<file path="config.mk">
export PLATFORM = sky130hd
export DESIGN_NAME = bit16_serial_subtractor
export DESIGN_NICKNAME = d
export VERILOG_FILES = /design/src/rtl/bit16_serial_subtractor.sv
export SDC_FILE = /design/constraint.sdc
export NUM_CORES = 1
export LEC_CHECK = 0
export ABC_AREA = 1
export BUFFER_PORTS_ARGS = -buffer_cell sky130_fd_sc_hd__buf_2
export CORE_AREA = 2 2 77 79
export DETAILED_ROUTE_END_ITERATION = 8
export DIE_AREA = 0 0 79 81
export GPL_ROUTABILITY_DRIVEN = 0
export PLACE_DENSITY = 0.82
export SYNTH_ARGS = -nofsm -noshare
export SYNTH_HDL_FRONTEND = slang
export SYNTH_SLANG_ARGS = --single-unit
</file>
<file path="constraint.sdc">
create_clock -name clk -period 2.58 [get_ports clk]
set_input_delay 0.516 -clock clk [delete_from_list [all_inputs] [get_ports clk]]
set_output_delay 0.516 -clock clk [all_outputs]
set_load 0.02 [all_outputs]
</file>
<file path="src/rtl/bit16_serial_subtractor.sv">
// bit16_serial_subtractor: nibble-serial 16-bit in1-in2-bw_in; BIT16_SUB_FLAGS_EN enables zero/ovf flags
module bit16_serial_subtractor (
  input  logic        clk,
  input  logic        rst,
  input  logic        start,
  input  logic [15:0] in1,
  input  logic [15:0] in2,
  input  logic        bw_in,
  output logic        busy,
  output logic        done,
  output logic [16:0] diff,
  output logic        bw_out,
  output logic        zero,
  output logic        ovf
);
  typedef enum logic {IDLE, RUN} state_t;
  state_t      r_state, w_state_nxt;
  logic [15:0] r_a, r_b, r_acc;
  logic [1:0]  r_cnt;
  logic        r_borrow, r_done;
  logic [16:0] r_diff;
  logic [3:0]  w_a, w_b, w_g, w_p, w_c, w_dsum;
  logic        w_c4, w_accept, w_last;
  assign w_a = r_a[3:0];
  assign w_b = r_b[3:0];
  assign w_g = w_a & ~w_b;
  assign w_p = ~(w_a ^ w_b);
  assign w_c[0] = ~r_borrow;
  assign w_c[1] = w_g[0] | (w_p[0] & w_c[0]);
  assign w_c[2] = w_g[1] | (w_p[1] & w_g[0]) | (w_p[1] & w_p[0] & w_c[0]);
  assign w_c[3] = w_g[2] | (w_p[2] & w_g[1]) | (w_p[2] & w_p[1] & w_g[0])
                | (w_p[2] & w_p[1] & w_p[0] & w_c[0]);
  assign w_c4   = w_g[3] | (w_p[3] & w_g[2]) | (w_p[3] & w_p[2] & w_g[1])
                | (w_p[3] & w_p[2] & w_p[1] & w_g[0])
                | (w_p[3] & w_p[2] & w_p[1] & w_p[0] & w_c[0]);
  assign w_dsum = w_p ^ w_c;
  assign w_accept = (r_state == IDLE) & start;
  assign w_last   = (r_state == RUN) & (r_cnt == 2'd3);
  // next state: accept from IDLE, return after the fourth digit
  always_comb begin
    w_state_nxt = r_state;
    w_state_nxt = w_accept ? RUN : (w_last ? IDLE : r_state);
  end
  // state register
  always_ff @(posedge clk or posedge rst) begin
    if (rst) r_state <= IDLE;
    else     r_state <= w_state_nxt;
  end
  // operands rotate so the active digit is always in [3:0]; result shifts in from the top
  always_ff @(posedge clk or posedge rst) begin
    if (rst) begin
      r_a      <= '0;
      r_b      <= '0;
      r_acc    <= '0;
      r_cnt    <= '0;
      r_borrow <= 1'b0;
      r_done   <= 1'b0;
      r_diff   <= '0;
    end else begin
      r_done <= w_last;
      if (w_accept) begin
        r_a      <= in1;
        r_b      <= in2;
        r_cnt    <= '0;
        r_borrow <= bw_in;
      end else if (r_state == RUN) begin
        r_a      <= {r_a[3:0], r_a[15:4]};
        r_b      <= {r_b[3:0], r_b[15:4]};
        r_acc    <= {w_dsum, r_acc[15:4]};
        r_cnt    <= r_cnt + 2'd1;
        r_borrow <= ~w_c4;
        if (w_last) r_diff <= {~w_c4, w_dsum, r_acc[15:4]};
      end
    end
  end
`ifdef BIT16_SUB_FLAGS_EN
  logic r_zero, r_ovf;
  // flags load with the result; on the last digit r_a[3]/r_b[3] hold the original sign bits
  always_ff @(posedge clk or posedge rst) begin
    if (rst) begin
      r_zero <= 1'b0;
      r_ovf  <= 1'b0;
    end else if (w_last) begin
      r_zero <= ({w_dsum, r_acc[15:4]} == 16'h0000);
      r_ovf  <= (r_a[3] ^ r_b[3]) & (r_a[3] ^ w_dsum[3]);
    end
  end
  assign zero = r_zero;
  assign ovf  = r_ovf;
`else
  assign zero = 1'b0;
  assign ovf  = 1'b0;
`endif
  assign busy   = (r_state == RUN);
  assign done   = r_done;
  assign diff   = r_diff;
  assign bw_out = r_diff[16];
endmodule

</file>
==> reports/qor.csv <==
stage,metric,value,unit
outcome,status,"complete, no violations",
place,place_hpwl,4170,um
clocking,clockBufferDepth,2,
routing,wl_per_cell,13.0,um
cells_and_area,nets,417,
timing,finalCritPeriodShare,72.1,%
yosys,syn-cell-area,2940,um^2
cells_and_area,nFillCells,513,
setup_path,critPathSlowestCell,dfrtp_1,
pwr,switching_share,40.6,%
yosys,ys_ff_latch,66,
yosys,synth_xor_area_share,0.298,%
clocking,ctsHoldBuffers,0,
job,cap_violations,0,
pwr,power.total,4.47,mW
setup_path,max_stage_delay,0.72,ns
setup_path,worstSetupEndpointType,output pin,
clocking,cts-root-buf,clkbuf_8,
pwr,p_leak,1.75,nW
timing,slew_viol_final,0,
yosys,synth.area.mux_share,0,%
routing,drt_pass1_iterations,4,
yosys,yosysSeqAreaShare,56.1,%
clocking,postCtsSetupRepairBufs,0,
timing,fin_crit,1.86,ns
timing,fmax,0.538,GHz
cells_and_area,instances_no_fill,455,
setup_path,path_max_fanout,18,
setup_path,r2r_cells,4,
global_routing,grt-ovfl-total,0,
place,port_buffers,55,
pwr,power.density,1300,nW/um^2
yosys,ys_types,25,
global_routing,grt_pass1_wl,10200,um
cells_and_area,synthToLayoutAreaGrowth,16.7,%
cells_and_area,n_antenna_cell,0,
clocking,clkSinkCount,66,
global_routing,antenna_found_initial,0,
routing,drt-met1-wl,2610,um
timing,hold_violations,0,
pwr,p_switching,1.81,mW
pwr,clkPwrFrac,17.7,%
floorplan,initial_utilization,51.8,%
clocking,cts_tree,done,
routing,wl,5900,um
yosys,synth_top_family_by_area,simple AND/OR/NAND/NOR gates,
min_path,holdCritPathClass,in2async,
cells_and_area,drive_gt1_share,22.9,%
setup_path,critPathKind,reg2out,
setup_path,startpoint_type,flop,
clocking,clk_pin_slew,0.07,ns
global_routing,track_usage,21.0,%
routing,vias,2317,
routing,routed.top_layer,met4,
place,dp_cells,439,
pwr,combPwrFrac,42.0,%
timing,slew_headroom,56.3,%
setup_path,worstPathCellList,buf_2,
floorplan,design.die.area,6400,um^2
yosys,yosys_warnings,0,
global_routing,grt_start_max_net_pins,35,
timing,hold_slack,0.0682,ns
pwr,share_seq_of_total_power,40.2,%
yosys,synth-compound-area-share,13.3,%
routing,ant_nets,0,
floorplan,die_width,79,um
timing,fin_setup_tns,0,ns
setup_path,critPathBufInv,1,
setup_path,r2r_setup_slack,0.83,ns
setup_path,worstReg2RegStart,busy,
routing,drc_errors,0,
setup_path,cp.arrival,1.34,ns
routing,route.met2.wl,2810,um
timing,tightest_slew,0.653,ns
floorplan,fp-row-count,28,
global_routing,grt_pass1_vias,2247,
yosys,synthAdderAreaFrac,2.81,%
clocking,clk_latency,0.35,ns
setup_path,critPathRequiredTime,2.06,ns
floorplan,coreArea,5680,um^2
floorplan,die_h,81,um
timing,setup_viol,0,
setup_path,rr_endpoint,diff[16],
routing,dr_wl_met3,338,um
setup_path,crit_family,flip-flops,
place,placed_area,3250,um^2
yosys,synth.avg_cell_area,9.22,um^2
timing,skew,0.00716,ns
pwr,worst_ir_drop_vdd,0.540,mV
clocking,cts-resized-gates,0,
pwr,p_int,2.66,mW
place,post-place-ws,0.839,ns
timing,rsz0062_at_grt,false,
floorplan,io-pin-count,58,
cells_and_area,utilization,60.5,%
clocking,cts_buffers,9,
cells_and_area,fin_area,3430,um^2
yosys,synth-simple-area-share,17.9,%
routing,avgViaCountPerCell,5.09,
clocking,htreeDepth,3,
yosys,netlist_instances,319,
timing,setup_slack,0.720,ns
routing,drt_iter0_markers,146,
## cell usage after synthesis
cell type	instances	area share [%]
dfrtp_1	66	56
o221ai_1	9	2.7
nor2_4	1	0.38
buf_2	7	1.2
fa_1	1	0.68
conb_1	1	0.13
nand4_1	3	0.64
o211ai_1	20	5.1
nand2_1	110	14
inv_2	1	0.13
o21ai_2	6	1.8
buf_6	3	1.1
nand3_1	11	1.9
o21ai_1	4	0.68
o21ai_0	13	2.2
nand2_2	1	0.21
nor2_1	4	0.51
a22o_1	1	0.30
buf_4	8	2.0
ha_1	5	2.1
a21oi_1	3	0.51
inv_1	38	4.8
clkinv_1	1	0.13
or2_2	1	0.21
xor2_1	1	0.30
## layout by cell type, fill, tap and decap left out, types with 2 or more instances in the layout
| cell | count |
|---|---|
| o21ai_2 | 6 |
| ha_1 | 5 |
| buf_2 | 55 |
| inv_2 | 2 |
| nand3_1 | 11 |
| clkinv_2 | 2 |
| o21ai_1 | 4 |
| o21ai_0 | 13 |
| o221ai_1 | 9 |
| inv_1 | 37 |
| buf_4 | 6 |
| o211ai_1 | 20 |
| nor2_1 | 4 |
| a21oi_1 | 3 |
| nand4_1 | 3 |
| dfrtp_1 | 66 |
| clkbuf_8 | 12 |
| nand2_1 | 110 |
| clkbuf_1 | 2 |
| conb_1 | 2 |
## per-layer routing
| layer | track usage, % | vias to the layer above |
|---|---|---|
| met5 | 0 | - |
| met4 | 9.14 | 0 |
| met3 | 6.89 | 14 |
| met2 | 33.3 | 75 |
| met1 | 26.7 | 1084 |
| li1 | - | 1144 |
## layout make-up
class	count	area, um^2	area share [%]
clock inverters	2	10.0	0.292
multi-input cells	196	1010	29.6
well taps	75	93.8	2.73
repair buffers	62	340	9.91
flip-flops and latches	66	1650	48.1
inverters	40	150	4.37
clock buffers	14	173	5.03
## worst reg2reg max path, stage by stage, from the launching register on
cell and delay (ns):
dfrtp_1 0.60, nand2_2 0.41, clkinv_1 0.35, nand4_1 0.22, nand2_1 0.06
## cell families (layout without fill, tap and decap cells)
| family | Yosys count | after routing |
|---|---|---|
| buf+inv | 58 | 118 |
| compound gates | 56 | 56 |
| simple gates | 131 | 131 |
| xor+xnor | 1 | 1 |
| other cells | 1 | 2 |
| flops | 66 | 66 |
| fa+ha+maj | 6 | 6 |
## sequential cells by signal (all words and copies together) (netlist names)
register and cells:
diff 17, busy 1, done 1, r_cnt 2, r_a 16, r_b 16
r_acc 12, r_borrow 1
## how the worst max path moves through the flow
stage,from,to,cells after the start
floorplan,rst,busy,1
global placement,busy,diff[16],4
detailed placement,busy,diff[16],4
CTS,busy,busy,1
global route,busy,busy,1
finish,busy,busy,1
## power groups by stage
| stage | Combinational [mW] | Clock [mW] | Sequential, mW |
|---|---|---|---|
| final | 1.88 | 0.793 | 1.80 |
| after floorplan | 1.34 | 0 | 1.90 |
| after global placement | 1.82 | 0 | 1.79 |
| after CTS | 1.90 | 0.811 | 1.80 |
| after global routing | 2.15 | 0.859 | 1.86 |
| after detailed placement | 1.88 | 0 | 1.82 |
No activity file was read; power rests on OpenSTA's default activity.
